## src/rtl/chan_scan_pkg.sv

```systemverilog
// Shared constants and state type for the channel scanner.
package chan_scan_pkg;

  localparam int unsigned NCH   = 8;
  localparam int unsigned SEL_W = 3;

  typedef enum logic [0:0] {
    StIdle,
    StDwell
  } state_e;

endpackage

```

## src/rtl/rr_pick8.sv

```systemverilog
// Rotating-priority finder: first set bit of req at or after start, wrapping modulo 8.
module rr_pick8
  import chan_scan_pkg::*;
(
  input  logic [NCH-1:0]   req,
  input  logic [SEL_W-1:0] start,
  output logic [SEL_W-1:0] idx,
  output logic             any
);

  // Walk from the farthest offset down so the nearest hit is the one that sticks.
  always_comb begin
    idx = start;
    any = 1'b0;
    for (int i = NCH - 1; i >= 0; i--) begin
      if (req[start + SEL_W'(i)]) begin
        idx = start + SEL_W'(i);
        any = 1'b1;
      end
    end
  end

endmodule

```

## src/rtl/chan_scan_ctrl.sv

```systemverilog
// Round-robin scanner driving the 8:1 channel mux select/enable with a programmable dwell.
// Optional CHAN_SCAN_LOCK_EN adds a lock input that re-grants the current channel at done.
module chan_scan_ctrl
  import chan_scan_pkg::*;
#(
  parameter int unsigned DWELL = 4,
  parameter int unsigned CNT_W = 8
) (
  input  logic             clk,
  input  logic             rst_n,
  input  logic [NCH-1:0]   req,
  input  logic             hold,
`ifdef CHAN_SCAN_LOCK_EN
  input  logic             lock,
`endif
  output logic [SEL_W-1:0] sel,
  output logic             en,
  output logic [NCH-1:0]   grant,
  output logic             done
);

  localparam logic [CNT_W-1:0] CntLoad = CNT_W'(DWELL - 1);

  state_e           state_q, state_d;
  logic [SEL_W-1:0] ptr_q, ptr_d;
  logic [SEL_W-1:0] sel_q, sel_d;
  logic [CNT_W-1:0] cnt_q, cnt_d;
  logic [SEL_W-1:0] start, pick_idx;
  logic             pick_any;
  logic             relock;

  // While granting, ptr lags sel; the next search always begins just past the live grant.
  assign start = (state_q == StDwell) ? sel_q + SEL_W'(1) : ptr_q + SEL_W'(1);

  rr_pick8 u_pick (
    .req   (req),
    .start (start),
    .idx   (pick_idx),
    .any   (pick_any)
  );

`ifdef CHAN_SCAN_LOCK_EN
  assign relock = lock & req[sel_q];
`else
  assign relock = 1'b0;
`endif

  always_comb begin
    state_d = state_q;
    ptr_d   = ptr_q;
    sel_d   = sel_q;
    cnt_d   = cnt_q;
    done    = 1'b0;
    case (state_q)
      StIdle: begin
        if (pick_any) begin
          state_d = StDwell;
          sel_d   = pick_idx;
          cnt_d   = CntLoad;
        end
      end
      StDwell: begin
        if (!hold) begin
          if (cnt_q != '0) begin
            cnt_d = cnt_q - CNT_W'(1);
          end else begin
            done = 1'b1;
            if (relock) begin
              cnt_d = CntLoad;
            end else begin
              ptr_d = sel_q;
              if (pick_any) begin
                sel_d = pick_idx;
                cnt_d = CntLoad;
              end else begin
                state_d = StIdle;
              end
            end
          end
        end
      end
      default: state_d = StIdle;
    endcase
  end

  always_ff @(posedge clk or negedge rst_n) begin
    if (!rst_n) begin
      state_q <= StIdle;
      ptr_q   <= '1;
      sel_q   <= '0;
      cnt_q   <= '0;
    end else begin
      state_q <= state_d;
      ptr_q   <= ptr_d;
      sel_q   <= sel_d;
      cnt_q   <= cnt_d;
    end
  end

  assign sel = sel_q;
  assign en  = (state_q == StDwell);

  always_comb begin
    grant = '0;
    if (en) grant[sel_q] = 1'b1;
  end

endmodule
```

## config.mk

```make
export PLATFORM = sky130hd
export DESIGN_NAME = chan_scan_ctrl
export DESIGN_NICKNAME = d
export VERILOG_FILES = /design/src/rtl/chan_scan_pkg.sv /design/src/rtl/rr_pick8.sv /design/src/rtl/chan_scan_ctrl.sv
export SDC_FILE = /design/constraint.sdc
export NUM_CORES = 1
export LEC_CHECK = 0
export ABC_CLOCK_PERIOD_IN_PS = 4750
export BUFFER_PORTS_ARGS = -buffer_cell sky130_fd_sc_hd__clkbuf_2
export CORE_MARGIN = 5
export CORE_UTILIZATION = 58
export DETAILED_ROUTE_END_ITERATION = 16
export GPL_TIMING_DRIVEN = 0
export HOLD_SLACK_MARGIN = 0.1
export PLACE_DENSITY = 0.88
export SLEW_MARGIN = 10
export SYNTH_ARGS = -nofsm -noshare
export SYNTH_HDL_FRONTEND = slang
export SYNTH_HIERARCHICAL = 1
export SYNTH_SLANG_ARGS = --single-unit
```

## constraint.sdc

```tcl
create_clock -name clk -period 4.75 [get_ports clk]
set_clock_uncertainty 0.2 [all_clocks]
set_input_delay 0.7125 -clock clk [delete_from_list [all_inputs] [get_ports clk]]
set_output_delay 0.7125 -clock clk [all_outputs]
set_load 0.03 [all_outputs]
```

Word-level counts from Yosys, hierarchy flattened
Cells that the tools add are included.
W data, S select, Z words.
{"block": "op_classes", "n_reduce_logical": 4, "addsub": 10, "n_eq_ne": 2, "n_lt_le_gt_ge": 10, "bitwise": 3, "mux": 51}
{"cell": "$lt A3 B4 Y1 const B", "n": 9}
{"cell": "$mux W3", "n": 12}
{"cell": "$mux W8", "n": 4}
{"cell": "$bmux W1 S3", "n": 8}
{"cell": "$mux W1", "n": 23}
{"cell": "$pmux W8 S2", "n": 1}
{"cell": "$add A3 B3 Y3 const B", "n": 4}
{"cell": "$add A3 B1 Y3 const B", "n": 3}
{"cell": "$reduce_bool A8 Y1", "n": 1}
{"cell": "$sub A8 B1 Y8 const B", "n": 1}
{"cell": "$add A3 B2 Y3 const B", "n": 2}
{"cell": "$pmux W3 S2", "n": 1}
{"cell": "$ne A2 B2 Y1 const B", "n": 2}
{"cell": "$demux W1 S3", "n": 1}
{"cell": "$ge A3 B1 Y1 const B", "n": 1}
{"cell": "$not A1 Y1", "n": 3}
{"cell": "$reduce_and A3 Y1", "n": 1}
{"cell": "$pmux W1 S2", "n": 1}
{"cell": "$reduce_and A2 Y1", "n": 1}
{"cell": "$logic_and A1 B1 Y1", "n": 1}
{"block": "word_totals", "reg_bits": 15, "out_inout_bits": 13, "in_bits": 11, "wordCells": 84}

Longest topological paths before layout
Gate-level depths: netlist (run 1).
{"block": "logic_depth", "word_depth": 17, "mapped_depth": 17, "mapped_depth_nobuf": 13}

By module
The synthesis (run 1) kept the hierarchy.
{"mod": "chan_scan_ctrl", "instances": 1, "cells_per_inst": 97, "area_each_um2": 947.2}
{"mod": "rr_pick8", "instances": 1, "cells_per_inst": 102, "area_each_um2": 890.9}

Worst setup path after synthesis (run 1)
Ideal clock, no wire load.
{"block": "synth_path", "kind": "flip-flop to flip-flop", "startpoint": "register state_q, in the netlist en", "endpoint": "register sel_q[1], in the netlist sel[1]", "path_stages_with_launch": 17, "synth_period_minus_slack_ns": 4.140, "n_path_buf": 4, "setup_slack_ns": 0.610, "t_required_ns": 4.425, "arrival_time_ns": 3.815, "path_cell_list": "dfrtp_1 > clkbuf_1 > mux2i_1 > inv_1 > ha_1 > buf_6 > buf_8 > inv_1 > ha_1 > clkbuf_1 > mux4_2 > a22oi_1 > nand3_1 > a211o_1 > a41oi_1 > nor2_1 > mux2_4"}
{"block": "synth_between", "elab_chain_len": 16, "elab_cells_between_ends": 48, "classes_between": "7 x add/sub; 2 x eq/ne; 37 x mux; 1 x bitwise; 1 x reduce/logical"}
{"item": "from (decl)", "line_no": "chan_scan_ctrl.sv:24", "text": "state_e state_q, state_d;"}
{"item": "from (signal assigned)", "line_no": "chan_scan_ctrl.sv:88", "text": "state_q <= StIdle;"}
{"item": "from (signal assigned)", "line_no": "chan_scan_ctrl.sv:93", "text": "state_q <= state_d;"}
{"item": "$mux W3 *", "line_no": "chan_scan_ctrl.sv:33", "text": "assign start = (state_q == StDwell) ? sel_q + SEL_W'(1) : ptr_q + SEL_W'(1);"}
{"item": "named net start[0]", "line_no": "chan_scan_ctrl.sv:28", "text": "logic [SEL_W-1:0] start, pick_idx;"}
{"item": "$add A3 B3 Y3", "line_no": "rr_pick8.sv:16, rr_pick8.sv:17"}
{"item": "$bmux W1 S3", "line_no": "rr_pick8.sv:16", "text": "if (req[start + SEL_W'(i)]) begin"}
{"item": "$mux W1 (not written as such)", "line_no": "rr_pick8.sv:16"}
{"item": "$mux W3 (7 in a row)", "line_no": "rr_pick8.sv:16"}
{"item": "$mux W3 *", "line_no": "rr_pick8.sv:16"}
{"item": "named net pick_idx[1]", "line_no": "chan_scan_ctrl.sv:28"}
{"item": "$mux W3 *", "line_no": "chan_scan_ctrl.sv:56, chan_scan_ctrl.sv:72"}
{"item": "$mux W3", "line_no": "chan_scan_ctrl.sv:64", "text": "if (cnt_q != '0) begin"}
{"item": "$mux W3", "line_no": "chan_scan_ctrl.sv:63", "text": "if (!hold) begin"}
{"item": "$pmux W3 S2 *", "line_no": "chan_scan_ctrl.sv:54", "text": "case (state_q)"}
{"item": "to (signal assigned)", "line_no": "chan_scan_ctrl.sv:95", "text": "sel_q <= sel_d;"}
{"item": "to (decl)", "line_no": "chan_scan_ctrl.sv:26", "text": "logic [SEL_W-1:0] sel_q, sel_d;"}
Mark *: on every way through the listed nets, which the timed path passes. The rest lies on a longest branch. The select of a mux whose other input is x is not followed.
A chain may end at the register's enable or synchronous reset.

Worst setup path in the final report (run 1)
{"block": "layout_path", "startpoint": "register state_q, in the netlist en", "endpoint": "register sel_q[2], in the netlist sel[2]"}
{"block": "layout_between", "elab_chain_len": 16, "elab_cells_between_ends": 48, "classes_between": "7 x add/sub; 2 x eq/ne; 37 x mux; 1 x bitwise; 1 x reduce/logical"}
{"item": "$mux W3 *", "line_no": "chan_scan_ctrl.sv:33"}
{"item": "named net start[0]", "line_no": "chan_scan_ctrl.sv:28"}
{"item": "$add A3 B3 Y3", "line_no": "rr_pick8.sv:16"}
{"item": "$bmux W1 S3", "line_no": "rr_pick8.sv:16"}
{"item": "$mux W1 (not written as such)", "line_no": "rr_pick8.sv:16"}
{"item": "$mux W1 (7 in a row)", "line_no": "rr_pick8.sv:16"}
{"item": "$mux W1 *", "line_no": "rr_pick8.sv:16"}
{"item": "named net pick_any", "line_no": "chan_scan_ctrl.sv:29", "text": "logic pick_any;"}
{"item": "$mux W3 *", "line_no": "chan_scan_ctrl.sv:56, chan_scan_ctrl.sv:72"}
{"item": "$mux W3", "line_no": "chan_scan_ctrl.sv:64"}
{"item": "$mux W3", "line_no": "chan_scan_ctrl.sv:63"}
{"item": "$pmux W3 S2 *", "line_no": "chan_scan_ctrl.sv:54"}
Marked as above.

==> qor.csv, run 1 <==
metric,value,unit
status,"complete, no violations",
Syn Nets,215,
clk_lat worst skew,0.28,ns
register area,379,µm²
nature of the critical path startpoint,flop,
CP arrival,4.33,ns
Yosys cell types,56,
root buf cell,clkbuf_4,
switching pwr,0.629,mW
Port Buffers,22,
Max IR drop VDD,0.379,mV
Final GP Congestion,0.918,
post-synth top area cell,dfrtp_1,
Synth async-reset ratio,100,%
Max Buffers Root-to-Sink,2,
Die Ht,66.3,µm
most numerous cell in the Yosys netlist,nand2_1,
layout cell share with drive strength beyond 1,28.1,%
setup TNS,0,ns
Mean Syn Cell Area,9.24,µm²
Synth Area in Simple Gates,19.2,%
Final min period,4.36,ns
DP HPWL,3250,µm
PwrDens,621,mW/mm²
most common library cells after synthesis,"nand2_1 (22), nor2_1 (19), inv_1 (17)",
Worst Tran Pin Value,0.440,ns
"Reg clk slew, reported paths",0.09,ns
Area Growth Syn to Fin,10.3,%
I/O pins,24,
first-pass GRT wire length,7160,µm
final hold slack,0.128,ns
top cell type's share of synthesized area,16.3,%
number of buffers created by CTS,3,
Inserted Diodes,0,
pin count of the biggest net entering global routing,16,
RSZ-0062 raised after global routing,false,
Yosys reg bits,15,
top_reg_cell synth,dfrtp_1,
period utilization,91.7,%
total gr overflow,0,
area of the multi-input gates,0.00133,mm²
ranking of synthesized cells by area,"dfrtp_1 (16%), mux4_2 (9.8%), mux2i_1 (8.2%)",
Top Usage Layer GRT,met2,
XOR/XNOR share of the synthesized area,2.86,%
P_leak,0.943,nW
# DRC,0,
Setup Viol. Count Final,0,
Fill cells,263,
WP data required,4.72,ns
internal power,0.630,mW
number of global-route vias before repair,1609,
Pwr Total,1.26,mW
Post-CTS Setup Bufs,0,
mux contribution to synthesized area,30.0,%
worst hold path type,in -> async,
warnings from Yosys,6,
Comb pwr share,75.9,%
final-report max-slew violation count,0,
Final #Nets,241,
grt met1 use,25.3,%
GR Util met3,1.36,%
initial drt markers,143,
Worst setup EP type,flop,
post-synthesis adder-cell area fraction,3.40,%
Avg WL per Cell,15.5,µm
clock sink total,15,
drt total wl,4160,µm
"Seq/Total Area, Yosys",20.6,%
# rows,20,
switch share,50.0,%
Initial DRT Pass Iterations,4,
H-tree depth,1,
cells after synthesis,199,
Mapped Area,0.00184,mm²
CTS tree,done,
Slew Limit Headroom,70.5,%
largest family of logic cells by synthesized area,multiplexers,
core area,0.00305,mm²
Synth Area in Compound Gates,17.0,%
Die Width,66.3,µm
Vias/cell,6.16,
initial antenna violation count,0,
"antenna viol nets, final",0,
critical path peak fanout,10,
Fmax,230,MHz
type of the worst setup path,reg -> reg,
grt met2 use,36.4,%
die area,0.00440,mm²
Initial Util,60.2,%
final hold viol count,0,
Vias,1651,
clock share of power,5.7,%
max-cap violations,0,
GRT Total Usage,20.6,%
register share of total power,18.4,%
"EDFF count, synth",0,
## sequential cells by signal (all words and copies together), names as in the netlist
signal  count
en          1
sel         3
cnt_q       8
ptr_q       3
## per-stage QoR
stage,cell area (µm²),cells,utilization (%),setup slack [ns]
CTS,2030,269,66.5,0.101
finish,2030,268,66.4,0.393
detailed placement,2000,265,65.6,0.128
global route,2030,268,66.4,0.0680
floorplan,1840,199,-,0.610
global placement,2000,265,65.6,0.156
## power by group through the flow
stage               clock network (mW)  logic (mW)  registers [mW]
finish                          0.0720       0.956           0.232
global route                    0.0799        1.05           0.238
CTS                             0.0749       0.945           0.229
detailed placement                   0       0.942           0.232
global placement                     0       0.924           0.231
floorplan                            0       0.767           0.231
## worst paths after layout
path                                       from                    to  slack, ns  cells past startpoint
min in group clk           cnt_q[7]$_DFFE_PN0N_  cnt_q[7]$_DFFE_PN0N_       0.32                      1
min reg2reg                cnt_q[7]$_DFFE_PN0N_  cnt_q[7]$_DFFE_PN0N_       0.32                      1
min                                       rst_n    sel[2]$_DFFE_PN0P_       0.13                      1
max in group asynchronous                 rst_n  ptr_q[0]$_DFFE_PN1P_       3.91                      1
max reg2reg                        en$_DFF_PN0_    sel[2]$_DFFE_PN0P_       0.39                     13
max                                en$_DFF_PN0_    sel[2]$_DFFE_PN0P_       0.39                     13
## area by class of cell
cell class	instances	area share, %
sequential	15	18.7
multi-input combinational	157	65.6
tap	44	2.71
clock buffer	3	1.11
inverter	18	3.33
buffer	8	2.84
clock inverter	1	0.247
timing repair buffer	22	5.43
## routing by layer
metal  vias up  share of wire [%]
li1        794                  -
met1       789                 43
met2        60                 50
met3         8                4.5
met4         0                2.1
met5         -                  0
## timing repair
item                                    4_1_cts  5_1_grt
hold buffers                                  0        0
resized for setup                             0        2
endpoints found under the setup margin        0       10
endpoints found under the hold margin         0        0
## logic make-up after synthesis
logic type / count (synthesis)
simple gates: 68
fa+ha+maj: 5
xor+xnor: 6
buf+inv: 27
compound gates: 42
mux: 36
flops: 15
## critical path, stage by stage (launching register included)
cell and delay [ns]:
dfrtp_1 0.52, clkbuf_2 0.29, mux2i_1 0.30, inv_1 0.07, ha_1 0.31, buf_6 0.13, buf_8 0.14, inv_1 0.12
ha_1 0.49, mux4_2 0.41, mux2i_1 0.34, nand4_1 0.38, nand2_4 0.23, mux2_4 0.31
## layout by cell type, fill, tap and decap left out, types with 3 or more instances in the layout
cell	Yosys	routed
a211oi_1	3	3
a21oi_1	6	6
a31oi_1	3	3
buf_2	3	3
clkbuf_2	0	23
clkbuf_4	1	4
dfrtp_1	12	12
dfstp_2	3	3
ha_1	5	5
inv_1	17	17
mux2_2	4	4
mux2_4	4	4
mux2i_1	15	15
mux4_1	4	4
mux4_2	8	8
nand2_1	22	22
nand2b_1	4	4
nand3_1	5	5
nand4_1	4	4
nor2_1	19	19
nor3_1	4	4
o21ai_0	5	5
o21ai_1	3	3
xnor2_1	3	3
xor2_1	3	3
Note: power is estimated with default switching activity, not from simulation.
==> run 2, diff against run 1 <==
--- a/config.mk
+++ b/config.mk
@@ -13,6 +13,7 @@
 export GPL_TIMING_DRIVEN = 0
 export HOLD_SLACK_MARGIN = 0.1
 export PLACE_DENSITY = 0.88
+export RECOVER_POWER = 100
 export SLEW_MARGIN = 10
 export SYNTH_ARGS = -nofsm -noshare
 export SYNTH_HDL_FRONTEND = slang
==> qor.csv, run 2 (synthesis results as in run 1) <==
metric,value,unit,change
Slew Limit Headroom,47.0,%,was 70.5%
max-cap violations,0,,unchanged
# rows,20,,unchanged
DP HPWL,3250,µm,unchanged
type of the worst setup path,reg -> reg,,unchanged
setup TNS,0,ns,unchanged
drt total wl,4160,µm,about the same
number of global-route vias before repair,1609,,unchanged
Max Buffers Root-to-Sink,2,,unchanged
Initial Util,60.2,%,unchanged
initial antenna violation count,0,,unchanged
pre-CTS setup slack,0.128,ns,unchanged
root buf cell,clkbuf_4,,unchanged
nature of the critical path startpoint,flop,,unchanged
clock sink total,15,,unchanged
cts hold-fix bufs,0,,unchanged
Worst Tran Pin Value,0.795,ns,was 0.440 ns
Initial DRT Pass Iterations,5,,was 4
I/O pins,24,,unchanged
Die Ht,66.3,µm,unchanged
final hold viol count,0,,unchanged
Inserted Diodes,0,,unchanged
Max IR drop VDD,0.377,mV,was 0.379 mV
Post-CTS Setup Bufs,0,,unchanged
Pwr Total,1.25,mW,was 1.26 mW
Port Buffers,22,,unchanged
CTS tree,done,,unchanged
Biggest register,cnt_q,,unchanged
GRT Total Usage,20.6,%,unchanged
final-report max-slew violation count,0,,unchanged
period utilization,92.9,%,was 91.7%
first-pass GRT wire length,7160,µm,unchanged
Area Growth Syn to Fin,8.78,%,was 10.3%
fin worst setup slack,0.338,ns,was 0.393 ns
pin count of the biggest net entering global routing,16,,unchanged
most frequent cells in the layout,"nand2_1 (23), nor2_1 (19), inv_1 (17), mux2i_1 (15), clkbuf_1 (13)",,"was clkbuf_2 (23), nand2_1 (22), nor2_1 (19), inv_1 (17), mux2i_1 (15)"
Vias/cell,6.22,,was 6.16
critical path peak fanout,10,,unchanged
layout cell share with drive strength beyond 1,21.4,%,was 28.1%
PwrDens,626,mW/mm²,was 621 mW/mm²
die area,0.00440,mm²,unchanged
core area,0.00305,mm²,unchanged
Critical Path Source,en$_DFF_PN0_,,unchanged
"Reg clk slew, reported paths",0.09,ns,about the same
Util after Layout,65.5,%,was 66.4%
Final min period,4.41,ns,was 4.36 ns
reg2reg start,en$_DFF_PN0_,,unchanged
"antenna viol nets, final",0,,unchanged
Final #Nets,241,,unchanged
status,"complete, no violations",,unchanged
Avg WL per Cell,15.5,µm,about the same
Die Width,66.3,µm,unchanged
clk_lat worst skew,0.28,ns,about the same
RSZ-0062 raised after global routing,false,,unchanged
H-tree depth,1,,unchanged
total gr overflow,0,,unchanged
worst hold path type,in -> async,,unchanged
"commonest non-fill, non-tap cell in the layout",nand2_1,,was clkbuf_2
P_leak,0.898,nW,was 0.943 nW
# DRC,0,,unchanged
initial drt markers,162,,was 143
CP arrival,4.39,ns,was 4.33 ns
Worst setup EP type,flop,,unchanged
Fmax,227,MHz,was 230 MHz
Setup Viol. Count Final,0,,unchanged
number of buffers created by CTS,3,,unchanged
number of flip-flops in the largest register,8,,unchanged
WP data required,4.72,ns,about the same
Vias,1668,,"was 1,651"
Final GP Congestion,0.918,,unchanged
[run 2: cell counts in the layout (fill, tap and decap cells not counted)]
Identical to the previous run, type by type.
[run 2: worst max-delay path: stages, from the launching register on]
cell	delay, ns
dfrtp_1	0.52
clkbuf_2	0.29
mux2i_1	0.30
inv_1	0.07
ha_1	0.31
buf_6	0.13
buf_8	0.14
inv_1	0.12
ha_1	0.49
mux4_2	0.41
mux2i_1	0.34
nand4_1	0.32
nand2_1	0.32
mux2_4	0.32
[run 2: worst paths after layout]
check / end / slack, ns / cells after the start
setup / recovery: sel[2]$_DFFE_PN0P_ / 0.34 / 13
hold / removal: sel[2]$_DFFE_PN0P_ / 0.28 / 1
setup reg to reg: sel[2]$_DFFE_PN0P_ / 0.34 / 13
hold reg to reg: cnt_q[7]$_DFFE_PN0N_ / 0.31 / 1
max in group asynchronous: cnt_q[2]$_DFFE_PN0N_ / 3.58 / 1
min in group clk: cnt_q[7]$_DFFE_PN0N_ / 0.31 / 1
[run 2: repair_timing]
item,in CTS,in global routing
hold endpoints to repair,0,0
setup endpoints to repair,0,10
resized for setup,0,2
[run 2: cell type report]
class	instances	area [µm²]
Inverter	18	67.6
Timing Repair Buffer	22	93.8
Fill cell	274	1050
Sequential cell	15	379
Clock inverter	1	5.00
Tap cell	44	55.1
Buffer	8	57.6
Multi-Input combinational cell	157	1320
Clock buffer	3	22.5
[run 2: report_power, final]
part           switching [mW]  internal (mW)  leakage, nW  total (mW)
Clock                  0.0406         0.0312       0.0177      0.0718
Sequential             0.0595          0.171        0.175       0.230
Combinational           0.528          0.423        0.705       0.950
Total                   0.628          0.625        0.898        1.25
[run 2: through the flow]
step	cells	area [µm²]	hold slack (ns)
detailed placement	265	2000	0.317
finish	268	2000	0.282
CTS	269	2030	0.127
floorplan	199	1840	0.217
global placement	265	2000	0.294
global route	268	2000	0.349
[run 2: per-layer routing]
metal / track usage, % / vias up / wire length [µm]
li1: - / 795 / -
met3: 1.36 / 6 / 192
met1: 25.3 / 801 / 1780
met4: 9.14 / 0 / 76
met2: 36.4 / 66 / 2120
met5: 0 / - / 0
==> run 3, diff against run 2 <==
--- a/config.mk
+++ b/config.mk
@@ -5,17 +5,16 @@
 export SDC_FILE = /design/constraint.sdc
 export NUM_CORES = 1
 export LEC_CHECK = 0
-export ABC_CLOCK_PERIOD_IN_PS = 4750
 export BUFFER_PORTS_ARGS = -buffer_cell sky130_fd_sc_hd__clkbuf_2
 export CORE_MARGIN = 5
-export CORE_UTILIZATION = 58
+export CORE_UTILIZATION = 59
 export DETAILED_ROUTE_END_ITERATION = 16
 export GPL_TIMING_DRIVEN = 0
 export HOLD_SLACK_MARGIN = 0.1
-export PLACE_DENSITY = 0.88
+export PLACE_DENSITY = 0.89
 export RECOVER_POWER = 100
 export SLEW_MARGIN = 10
 export SYNTH_ARGS = -nofsm -noshare
 export SYNTH_HDL_FRONTEND = slang
-export SYNTH_HIERARCHICAL = 1
 export SYNTH_SLANG_ARGS = --single-unit
+export TNS_END_PERCENT = 50
==> qor.csv, run 3 <==
metric,value,unit,change
setup TNS,0,ns,unchanged
I/O pins,24,,unchanged
critical path peak fanout,10,,unchanged
Yosys cell types,53,,was 56
internal power,0.752,mW,was 0.625 mW
most numerous cell in the Yosys netlist,nand2_1,,unchanged
core area,0.00328,mm²,was 0.00305 mm²
Area Growth Syn to Fin,8.71,%,was 8.78%
root buf cell,clkbuf_4,,unchanged
initial drt markers,224,,was 162
switch share,54.6,%,was 50.1%
pin count of the biggest net entering global routing,16,,unchanged
number of global-route vias before repair,1716,,"was 1,609"
# DRC,0,,unchanged
PwrDens,770,mW/mm²,was 626 mW/mm²
r2r setup slk,0.39,ns,was 0.34 ns
cts hold-fix bufs,0,,unchanged
CP Capture Point,sel[2]$_DFFE_PN0P_,,unchanged
nature of the critical path startpoint,flop,,unchanged
Mean Syn Cell Area,8.06,µm²,was 9.24 µm²
Avg WL per Cell,15.5,µm,about the same
Final min period,4.36,ns,was 4.41 ns
Max Buffers Root-to-Sink,2,,unchanged
GRT Total Usage,22.7,%,was 20.6%
drt total wl,4960,µm,was 4160 µm
pre-CTS setup slack,0.601,ns,was 0.128 ns
Die Width,68.0,µm,was 66.3 µm
Biggest register,cnt_q,,unchanged
CP arrival,4.34,ns,was 4.39 ns
Critical Path Source,en$_DFF_PN0_,,unchanged
max-cap violations,0,,unchanged
"EDFF count, synth",0,,unchanged
number of flip-flops in the largest register,8,,unchanged
"Reg clk slew, reported paths",0.09,ns,about the same
Port Buffers,23,,was 22
top_reg_cell synth,dfrtp_1,,unchanged
post-synth top area cell,dfrtp_1,,unchanged
Mapped Area,0.00198,mm²,was 0.00184 mm²
Syn Nets,261,,was 215
switching pwr,0.906,mW,was 0.628 mW
FF-to-FF End,sel[2]$_DFFE_PN0P_,,unchanged
Yosys reg bits,15,,unchanged
status,"complete, no violations",,unchanged
Comb pwr share,80.7,%,was 75.9%
initial antenna violation count,0,,unchanged
fin worst setup slack,0.391,ns,was 0.338 ns
clock sink total,15,,unchanged
layout cell share with drive strength beyond 1,16.5,%,was 21.4%
Vias/cell,6.18,,was 6.22
Initial Util,60.3,%,was 60.2%
Inserted Diodes,0,,unchanged
"commonest non-fill, non-tap cell in the layout",nand2_1,,unchanged
Worst setup EP type,flop,,unchanged
period utilization,91.8,%,was 92.9%
Slew Limit Headroom,46.5,%,was 47.0%
total gr overflow,0,,unchanged
Synth async-reset ratio,100,%,unchanged
DP HPWL,3790,µm,was 3250 µm
Initial DRT Pass Iterations,5,,unchanged
first-pass GRT wire length,8110,µm,was 7160 µm
Die Ht,68.0,µm,was 66.3 µm
clock share of power,4.5,%,was 5.7%
Max IR drop VDD,0.320,mV,was 0.377 mV
Vias,1971,,"was 1,668"
die area,0.00462,mm²,was 0.00440 mm²
warnings from Yosys,0,,was 6
WP data required,4.73,ns,was 4.72 ns
Fmax,229,MHz,was 227 MHz
most frequent cells in the layout,"nand2_1 (31), nor2_1 (27), mux2i_1 (23), o21ai_0 (21), clkbuf_1 (20)",,"was nand2_1 (23), nor2_1 (19), inv_1 (17), mux2i_1 (15), clkbuf_1 (13)"
ranking of synthesized cells by area,"dfrtp_1 (15%), mux2i_1 (12%), nand2_1 (5.9%)",,"was dfrtp_1 (16%), mux4_2 (9.8%), mux2i_1 (8.2%)"
most common library cells after synthesis,"nand2_1 (31), nor2_1 (27), mux2i_1 (23)",,"was nand2_1 (22), nor2_1 (19), inv_1 (17)"
worst hold path type,in -> async,,unchanged
"Seq/Total Area, Yosys",19.1,%,was 20.6%
Setup Viol. Count Final,0,,unchanged
Final GP Congestion,0.961,,was 0.918
number of buffers created by CTS,3,,unchanged
RSZ-0062 raised after global routing,false,,unchanged
Worst Tran Pin Value,0.803,ns,was 0.795 ns
top cell type's share of synthesized area,15.2,%,was 16.3%
P_leak,0.909,nW,was 0.898 nW
clk_lat worst skew,0.29,ns,was 0.28 ns
PostCTS Resize Cnt,0,,unchanged
worst r2r path cells,12,,was 13
type of the worst setup path,reg -> reg,,unchanged
final-report max-slew violation count,0,,unchanged
Final #Nets,289,,was 241
CTS tree,done,,unchanged
cells after synthesis,246,,was 199
Post-CTS Setup Bufs,0,,unchanged
Fill cells,273,,was 274
reg2reg start,en$_DFF_PN0_,,unchanged
register share of total power,14.9,%,was 18.4%
final hold viol count,0,,unchanged
# rows,21,,was 20
H-tree depth,1,,unchanged
"antenna viol nets, final",0,,unchanged
-- run 3: cells by family (layout without fill, tap and decap cells) --
kind of cell	count (synthesis)	after routing	synth area share, %
buf+inv	19	46	5.68
flops	15	15	19.1
compound gates	72	72	23.5
mux	37	37	21.0
xor+xnor	9	9	5.68
simple gates	90	90	22.5
fa+ha+maj	4	4	2.53
-- run 3: worst min-delay path by stage --
stage,from,end,cells after the start
finish,rst_n,cnt_q[4]$_DFFE_PN0N_,1
detailed placement,cnt_q[4]$_DFFE_PN0N_,cnt_q[4]$_DFFE_PN0N_,1
global placement,cnt_q[6]$_DFFE_PN0N_,cnt_q[6]$_DFFE_PN0N_,1
floorplan,rst_n,cnt_q[0]$_DFFE_PN0N_,0
global route,rst_n,cnt_q[4]$_DFFE_PN0N_,1
CTS,rst_n,sel[2]$_DFFE_PN0P_,1
-- run 3: final cells by class --
type                       instances  area (µm²)  area share (%)
multi-input combinational        212        1480            68.8
sequential                        15         379            17.6
timing repair buffer              23        97.6            4.53
buffer                            11        82.6            3.83
tap                               46        57.6            2.67
inverter                           8        30.0            1.39
clock buffer                       4        26.3            1.22
-- run 3: worst max-delay path, stage by stage (launching register included) --
cell and delay (ns):
dfrtp_1 0.44, buf_6 0.18, mux2i_2 0.62, inv_1 0.34, ha_1 0.28, buf_6 0.14
xnor2_1 0.19, xnor2_2 0.48, mux2i_1 0.37, mux2i_4 0.14, and4b_4 0.24, a21bo_2 0.24
o41ai_2 0.37
-- run 3: through the flow --
step | utilization (%) | cells | power, mW | cell area (µm²) | hold slack [ns]
after floorplan | - | 246 | 1.32 | 1980 | 0.217
after global placement | 65.6 | 315 | 1.55 | 2150 | 0.297
after detailed placement | 65.6 | 315 | 1.58 | 2150 | 0.304
after CTS | 66.4 | 319 | 1.66 | 2180 | 0.130
after global routing | 65.6 | 319 | 1.79 | 2150 | 0.320
final | 65.6 | 319 | 1.66 | 2150 | 0.279
-- run 3: layer usage --
layer / GRT usage [%] / share of wire (%)
met1: 30.1 / 43
met2: 36.8 / 48
met3: 4.27 / 6.9
met4: 7.94 / 2.3
met5: 0 / 0
-- run 3: power by group through the flow --
stage	logic [mW]	clock network, mW	registers (mW)
global placement	1.30	0	0.246
finish	1.34	0.0739	0.247
global route	1.45	0.0832	0.256
CTS	1.33	0.0765	0.248
floorplan	1.06	0	0.259
detailed placement	1.33	0	0.249
